$ cat config.mk
export PLATFORM = sky130hd
export DESIGN_NAME = alu_share_arb
export DESIGN_NICKNAME = d
export VERILOG_FILES = /design/src/rtl/alu_pkg.sv /design/src/rtl/alu_req_buf.sv /design/src/rtl/alu_share_arb.sv
export SDC_FILE = /design/constraint.sdc
export NUM_CORES = 1
export LEC_CHECK = 0
export ABC_CLOCK_PERIOD_IN_PS = 2800
export CAP_MARGIN = 15
export CORE_MARGIN = 10
export CORE_UTILIZATION = 63
export CTS_CLUSTER_DIAMETER = 60
export CTS_CLUSTER_SIZE = 14
export DETAILED_ROUTE_END_ITERATION = 10
export DONT_BUFFER_PORTS = 1
export GPL_ROUTABILITY_DRIVEN = 0
export GPL_TIMING_DRIVEN = 0
export PLACE_DENSITY_LB_ADDON = 0.2
export SLEW_MARGIN = 20
export SYNTH_ARGS = -nofsm -noshare
export SYNTH_HDL_FRONTEND = slang
export SYNTH_HIERARCHICAL = 1
export SYNTH_SLANG_ARGS = --single-unit
export TNS_END_PERCENT = 100
$ cat constraint.sdc
create_clock -name clk -period 2.8 [get_ports clk]
set_input_delay 0.56 -clock clk [delete_from_list [all_inputs] [get_ports clk]]
set_output_delay 0.56 -clock clk [all_outputs]
set_load 0.02 [all_outputs]
$ cat src/rtl/alu_pkg.sv
// Shared ALU op encodings and the legal-op range used by the ALU arbiter.
// No logic; imported by alu_share_arb.
package alu_pkg;

  localparam int unsigned ALU_NOP  = 0;
  localparam int unsigned ALU_ADDU = 1;
  localparam int unsigned ALU_SUBU = 2;
  localparam int unsigned ALU_OR   = 3;
  localparam int unsigned ALU_SLL  = 4;
  localparam int unsigned ALU_SRL  = 5;
  localparam int unsigned ALU_SRA  = 6;

  localparam int unsigned ALU_OP_FIRST = ALU_ADDU;
  localparam int unsigned ALU_OP_LAST  = ALU_SRA;

  function automatic logic op_legal(input int unsigned op);
    return (op >= ALU_OP_FIRST) && (op <= ALU_OP_LAST);
  endfunction

endpackage

$ cat src/rtl/alu_req_buf.sv
// One-entry request buffer: full flag plus op/a/b/s payload, ready = empty or issuing.
// Accepts on the same edge it issues, so a continuously granted port never bubbles.
module alu_req_buf #(
  parameter int W   = 32,
  parameter int OPW = 4
) (
  input  logic           clk,
  input  logic           reset,
  input  logic           valid,
  input  logic [OPW-1:0] op,
  input  logic [W-1:0]   a,
  input  logic [W-1:0]   b,
  input  logic [4:0]     s,
  input  logic           grant,
  output logic           ready,
  output logic           full,
  output logic [OPW-1:0] buf_op,
  output logic [W-1:0]   buf_a,
  output logic [W-1:0]   buf_b,
  output logic [4:0]     buf_s
);

  logic accept;

  assign ready  = !full || grant;
  assign accept = valid && ready;

  always_ff @(posedge clk or posedge reset) begin
    if (reset) begin
      full   <= 1'b0;
      buf_op <= '0;
      buf_a  <= '0;
      buf_b  <= '0;
      buf_s  <= '0;
    end else begin
      // A refill on the issue edge wins over the clear.
      if (accept) begin
        full   <= 1'b1;
        buf_op <= op;
        buf_a  <= a;
        buf_b  <= b;
        buf_s  <= s;
      end else if (grant) begin
        full <= 1'b0;
      end
    end
  end

endmodule

$ cat src/rtl/alu_share_arb.sv
// Two-port arbiter sharing one combinational ALU; result registered and returned one edge after issue.
// Round-robin by default; ALU_ARB_FIXED_PRIO_EN selects fixed priority with port 0 always winning.
module alu_share_arb
  import alu_pkg::*;
#(
  parameter int W   = 32,
  parameter int OPW = 4
) (
  input  logic           clk,
  input  logic           reset,
  input  logic [1:0]     req_valid,
  output logic [1:0]     req_ready,
  input  logic [OPW-1:0] req_op0,
  input  logic [OPW-1:0] req_op1,
  input  logic [W-1:0]   req_a0,
  input  logic [W-1:0]   req_a1,
  input  logic [W-1:0]   req_b0,
  input  logic [W-1:0]   req_b1,
  input  logic [4:0]     req_s0,
  input  logic [4:0]     req_s1,
  output logic [OPW-1:0] alu_ctrl,
  output logic [W-1:0]   alu_a,
  output logic [W-1:0]   alu_b,
  output logic [4:0]     alu_s,
  input  logic [W-1:0]   alu_d,
  output logic [1:0]     rsp_valid,
  output logic [W-1:0]   rsp_data,
  output logic           illegal_op
);

  logic [1:0]     full;
  logic [1:0]     grant;
  logic [OPW-1:0] buf_op [2];
  logic [W-1:0]   buf_a  [2];
  logic [W-1:0]   buf_b  [2];
  logic [4:0]     buf_s  [2];

  alu_req_buf #(.W(W), .OPW(OPW)) u_buf0 (
    .clk    (clk),
    .reset  (reset),
    .valid  (req_valid[0]),
    .op     (req_op0),
    .a      (req_a0),
    .b      (req_b0),
    .s      (req_s0),
    .grant  (grant[0]),
    .ready  (req_ready[0]),
    .full   (full[0]),
    .buf_op (buf_op[0]),
    .buf_a  (buf_a[0]),
    .buf_b  (buf_b[0]),
    .buf_s  (buf_s[0])
  );

  alu_req_buf #(.W(W), .OPW(OPW)) u_buf1 (
    .clk    (clk),
    .reset  (reset),
    .valid  (req_valid[1]),
    .op     (req_op1),
    .a      (req_a1),
    .b      (req_b1),
    .s      (req_s1),
    .grant  (grant[1]),
    .ready  (req_ready[1]),
    .full   (full[1]),
    .buf_op (buf_op[1]),
    .buf_a  (buf_a[1]),
    .buf_b  (buf_b[1]),
    .buf_s  (buf_s[1])
  );

`ifdef ALU_ARB_FIXED_PRIO_EN
  always_comb begin
    grant = 2'b00;
    if (full[0])      grant[0] = 1'b1;
    else if (full[1]) grant[1] = 1'b1;
  end
`else
  logic last;

  // last = 1 means port 1 was granted most recently, so port 0 wins a tie.
  always_comb begin
    grant = 2'b00;
    if (full[0] && (!full[1] || last)) grant[0] = 1'b1;
    else if (full[1])                  grant[1] = 1'b1;
  end

  always_ff @(posedge clk or posedge reset) begin
    if (reset)       last <= 1'b1;
    else if (|grant) last <= grant[1];
  end
`endif

  // Idle drives NOP with zero operands so the shared ALU output settles to 0.
  always_comb begin
    alu_ctrl = OPW'(ALU_NOP);
    alu_a    = '0;
    alu_b    = '0;
    alu_s    = '0;
    if (grant[0]) begin
      alu_ctrl = buf_op[0];
      alu_a    = buf_a[0];
      alu_b    = buf_b[0];
      alu_s    = buf_s[0];
    end else if (grant[1]) begin
      alu_ctrl = buf_op[1];
      alu_a    = buf_a[1];
      alu_b    = buf_b[1];
      alu_s    = buf_s[1];
    end
  end

  always_ff @(posedge clk or posedge reset) begin
    if (reset) begin
      rsp_valid  <= 2'b00;
      rsp_data   <= '0;
      illegal_op <= 1'b0;
    end else begin
      rsp_valid <= grant;
      if (|grant) rsp_data <= alu_d;
      if (|grant && !op_legal(32'(alu_ctrl))) illegal_op <= 1'b1;
    end
  end

endmodule

==> impl_metrics.toml, run 1 <==
[floorplanning]
fp.dieW_um = 136
io_pins = 292
die_h_um = 136
row_count = 42
dieArea_sq_um = 18500
initial_core_util = 0.641
coreArea_sq_um = 13200

[outcome]
status = "complete, no violations"

[synthesis]
synth_edf_count = 0
syn_inst = 632
ys_types = 23
synthTopCellsByArea = "dfrtp_1 (54%), mux2_4 (25%), nand2_1 (6.1%), mux2_2 (5.1%), o21ai_0 (4.1%)"
ys.flop_type = "dfrtp_1"
synth_area_sq_um = 8450
ys_ff_latch = 184
synth_top_cell_by_area = "dfrtp_1"
async_flop_share = 1.00
synth-seq-area-share = 0.545
ys.warnings.count = 6
synth_fp_nets = 814
yosysTopAreaCellShare = 0.542
syn_avg_cell_area_sq_um = 13.4

[sta]
min_period_ns = 2.78
finalWorstSetupSlack_ns = 0.0206
holdWs_ns = 0.00462
finalHoldViolCount = 0
relSlewSlack = 0.502
fmax_ghz = 0.360
setup_violations = 0
min_period_over_period = 0.993
grt_setup_unrepaired = "yes"
finClkSkew_ns = 0.0202
drv_slew = 0
tightest_slew_ns = 0.740

[finish]
areaGrowthSynthToFinish_pct = 11.3
final_common_cell = "dfrtp_1"
nets = 835
postLayoutCoreUtil = 0.713
layout-drive-gt1-share = 0.407
final_cell_mix = "dfrtp_1 (183), mux2_4 (140), nand2_1 (138)"

[place]
port_buffers = 0
place_ws_ns = -0.00340
hpwl_um = 16500

[critical_path]
reg2reg_depth = 8
rrSetupSlack_ns = 0.39
crit-reg2reg-launch = "last"
critPathMaxFanout = 10
cp-start-kind = "register"
cp-end-kind = "output pin"
r2r-end = "u_buf0/buf_s[3]"
crit_arrival_ns = 2.22
crit_type = "register to output pin"
cp.required_ns = 2.24
startpoint = "u_buf1/full"

[drt]
drtIter0Drc = 287
ant_nets = 0
drc = 0
post_drt_wl_per_cell_um = 26.0
wl_um = 21900
first_pass_iters = 4
vias_per_cell = 5.83
vias = 4918

[clock_tree]
cts_buffer_depth = 2
clk_pin_slew_worst_paths_ns = 0.06
h-tree-depth = 4
cts_root_buf = "clkbuf_16"
numCtsBuffers = 17
clock_sinks = 184
cts_hold_buf = 0
tritoncts = "done"
clock_latency_ns = 0.43

[pwr]
leakagePower_nw = 4.53
swShare = 0.398
p_per_area_nw_per_um2 = 1340
clkPwrFrac = 0.187
comb_power_share = 0.445
p_sw_w = 0.00500
intPower_w = 0.00758
seqPwrFrac = 0.368
peakVddDrop_uv = 808

[global_route]
antenna_found_initial = 2
grt_pass1_vias = 5338
grtUsageTotal = 0.237
overflow = 0
grt_pass1_wl_um = 33200
grt_max_degree = 47

[job]
cap_violations = 0

[hold_path]
hold_path.class = "primary input to async pin"
-- flip-flops by register name (all words and copies together) (netlist names) --
name	count
rsp_data	32
u_buf0/buf_a	32
u_buf0/buf_b	32
u_buf1/buf_a	32
u_buf1/buf_b	32
u_buf0/buf_s	5
u_buf1/buf_s	5
u_buf0/buf_op	4
u_buf1/buf_op	4
rsp_valid	2
illegal_op	1
last	1
u_buf0/full	1
u_buf1/full	1
-- worst max-delay path: stages, from the launching register on --
cell and delay (ns):
dfrtp_1 0.38, buf_4 0.22, nand2b_4 0.09, and2_4 0.19, clkbuf_1 0.24, o21ai_0 0.66
-- metal layers --
layer	wire length [um]	GRT usage
met1	7550	0.259
met2	11200	0.387
met3	2710	0.124
met4	509	0.0849
met5	13	0
-- cell families (layout without fill, tap and decap cells) --
kind of cell / Yosys count / after routing / share of synthesized area
compound gates: 75 / 75 / 0.0474
buf+inv: 44 / 78 / 0.0339
flops: 184 / 184 / 0.545
mux: 178 / 178 / 0.299
other cells: 0 / 1 / 0
simple gates: 151 / 151 / 0.0746
-- cell type report --
cell class              instances  area (sq um)
well taps                     176           220
inverters                       3          16.3
multi-input cells             404          3640
fillers                       897          3780
flip-flops and latches        184          4610
clock buffers                  21           460
diodes                          1          2.50
clock inverters                11           123
repair buffers                  2          47.5
plain buffers                  41           297
-- power by group through the flow --
stage                     Sequential, W  Clock (W)  Combinational (W)
after floorplan                 0.00441          0            0.00446
after global placement          0.00458          0            0.00520
after detailed placement        0.00465          0            0.00532
after CTS                       0.00463    0.00240            0.00550
after global routing            0.00477    0.00252            0.00599
final                           0.00463    0.00236            0.00559
-- timing repair --
item,in CTS,in global routing
setup buffers,0,0
gates resized for setup,45,56
cloned,0,0
setup endpoints to repair,70,65
-- worst max-delay path by stage --
stage,slack [ns],to
after detailed placement,-0.003,alu_a[11]
after floorplan,0.36,u_buf0/buf_a[0]
after global routing,-0.10,alu_b[27]
after CTS,-0.13,alu_a[20]
after global placement,-0.55,u_buf0/buf_b[23]
final,0.02,alu_b[26]
-- cell usage after synthesis, types with 3 or more instances --
master,count
nand2b_4,3
o21ai_0,69
clkbuf_1,21
inv_1,3
dfrtp_1,183
mux2_4,140
buf_6,15
a32o_1,3
mux2_2,38
nand2_1,138
buf_2,4
-- stage by stage --
step,TNS (ns),total power (W),cell area (sq um),cells
after floorplan,0,0.00887,8450,632
after global placement,-78.66,0.00978,8670,808
after detailed placement,-0.00431,0.00996,8730,810
after CTS,-2.54,0.0125,9360,842
after global routing,-0.572,0.0133,9410,843
final,0,0.0126,9410,843
No activity file was read; power rests on OpenSTA's default activity.
==> inputs of run 2 (changes only) <==
- PLACE_DENSITY: default -> 0.79
- PLACE_DENSITY_LB_ADDON: 0.2 -> default
==> run 2 against run 1 <==
Against the previous run: critical path depth stayed put; power grew 1.7%; setup slack improved by 0.018 ns; register-to-register slack about the same; first-iteration DRC count decreased by 15%; non-clock buffer count is the same; cell count did not move; sequential cell count unchanged; clock skew down 0.011 ns; hold slack improved by 0.00051 ns; die area stayed put; largest cell class unchanged; highest routed layer unchanged.
==> impl_metrics.toml, run 2 (synthesis results as in run 1) <==
[outcome]
status = "complete, no violations"

[global_route]
met2_usage = 0.391
overflow = 0
antenna_found_initial = 3
grt.met1_usage = 0.270
grt_util_met3 = 0.106
grtUsageTotal = 0.239
top_usage_layer = "met2"
grt_max_degree = 48
grt_pass1_wl_um = 33600
grt_pass1_vias = 5382

[finish]
postLayoutCoreUtil = 0.719
areaGrowthSynthToFinish_pct = 12.2
regArea_sq_um = 4610
multi_input_area_sq_um = 3710
final_cell_mix = "dfrtp_1 (183), mux2_4 (140), nand2_1 (138)"
nets = 835
final_common_cell = "dfrtp_1"
layout-drive-gt1-share = 0.428
fill_cells = 853
final_cell_area_sq_um = 9490

[sta]
finalWorstSetupSlack_ns = 0.0389
finalHoldViolCount = 0
drv_slew = 0
setup_violations = 0
grt_setup_unrepaired = "yes"
tightest_slew_ns = 0.713
fmax_ghz = 0.362
finClkSkew_ns = 0.00906
min_period_ns = 2.76
relSlewSlack = 0.519
min_period_over_period = 0.986
holdWs_ns = 0.00512

[critical_path]
cp-start-kind = "register"
crit_arrival_ns = 2.20
crit_path_top_delay_cell = "o21ai_0"
path_cells = "buf_4 > nand2b_4 > and2_4 > clkbuf_1 > o21ai_0"
critPathMaxFanout = 10
cp.required_ns = 2.24
cp-end-kind = "output pin"
rrSetupSlack_ns = 0.38
worst_path_largest_cell_delay_ns = 0.64
crit_type = "register to output pin"

[floorplanning]
coreArea_sq_um = 13200
row_count = 42
fp.dieW_um = 136
die_h_um = 136
dieArea_sq_um = 18500
initial_core_util = 0.641
io_pins = 292

[drt]
post_drt_wl_per_cell_um = 26.2
vias = 4970
ant_nets = 0
first_pass_iters = 7
vias_per_cell = 5.90
drtIter0Drc = 244
drc = 0
wl_um = 22100

[clock_tree]
clk_pin_slew_worst_paths_ns = 0.07
numCtsBuffers = 17
cts_buffer_depth = 2
h-tree-depth = 4
cts_setup_buffers = 0
tritoncts = "done"
clock_sinks = 184
cts_root_buf = "clkbuf_16"
clock_latency_ns = 0.42

[place]
port_buffers = 0
hpwl_um = 16700
place_ws_ns = -0.0885
placed_area_sq_um = 8730

[job]
cap_violations = 0

[pwr]
peakVddDrop_uv = 692
p_per_area_nw_per_um2 = 1350
leakagePower_nw = 4.57
finalPower_w = 0.0128

[hold_path]
hold_path.class = "primary input to async pin"
==> run 2: cell count changes in the layout (fill, tap and decap cells not counted), sizes merged <==
| cell | previous run | this run |
|---|---|---|
| buf | 23 | 24 |
| clkbuf | 41 | 37 |
| clkinv | 4 | 8 |
| clkinvlp | 4 | 1 |
| inv | 4 | 6 |
==> run 2: critical path, delay by kind of cell (launching register included) <==
kind | cells | cell delay [ns]
simple gates | 2 | 0.28
flops | 1 | 0.39
compound gates | 1 | 0.64
buf+inv | 2 | 0.45
==> run 2: area by class of cell <==
cell class                      count  share of cell area
Clock inverter                     14              0.0156
Multi-Input combinational cell    404               0.391
Clock buffer                       18              0.0463
Buffer                             41              0.0313
Sequential cell                   184               0.485
Tap cell                          176              0.0232
Inverter                            3             0.00171
Antenna cell                        1            0.000264
Timing Repair Buffer                2             0.00501
==> run 2: final timing paths <==
path,to,depth (start not counted),from
worst max-delay path,alu_b[14],5,u_buf1/full
worst min-delay path,u_buf1/buf_a[29],1,reset
worst max register to register,u_buf0/buf_b[29],9,u_buf1/full
worst min register to register,u_buf1/buf_b[20],1,u_buf1/buf_b[20]
max in group asynchronous,u_buf0/buf_b[29],2,reset
min in group clk,u_buf1/full,1,req_valid[1]
==> run 2: what timing repair did <==
| action | 4_1_cts | 5_1_grt |
|---|---|---|
| hold buffers | 0 | 0 |
| cloned | 0 | 0 |
| endpoints found under the setup margin | 70 | 45 |
| resized for setup | 73 | 44 |
==> run 2: metrics by stage <==
stage,instances,setup TNS [ns]
floorplan,632,0
global placement,808,-75.00
detailed placement,810,-0.386
CTS,842,-0.0781
global route,843,-0.341
finish,843,0
==> run 2: routing by layer <==
metal  wire, um  vias to the layer above
li1           -                     2202
met1       8060                     2494
met2      11100                      234
met3       2310                       38
met4        579                        2
met5          8                        -
==> run 2: where the power goes <==
part	switching (W)	internal, W
combinational	0.00332	0.00246
sequential	0.000823	0.00382
clock	0.00103	0.00135
total	0.00517	0.00762
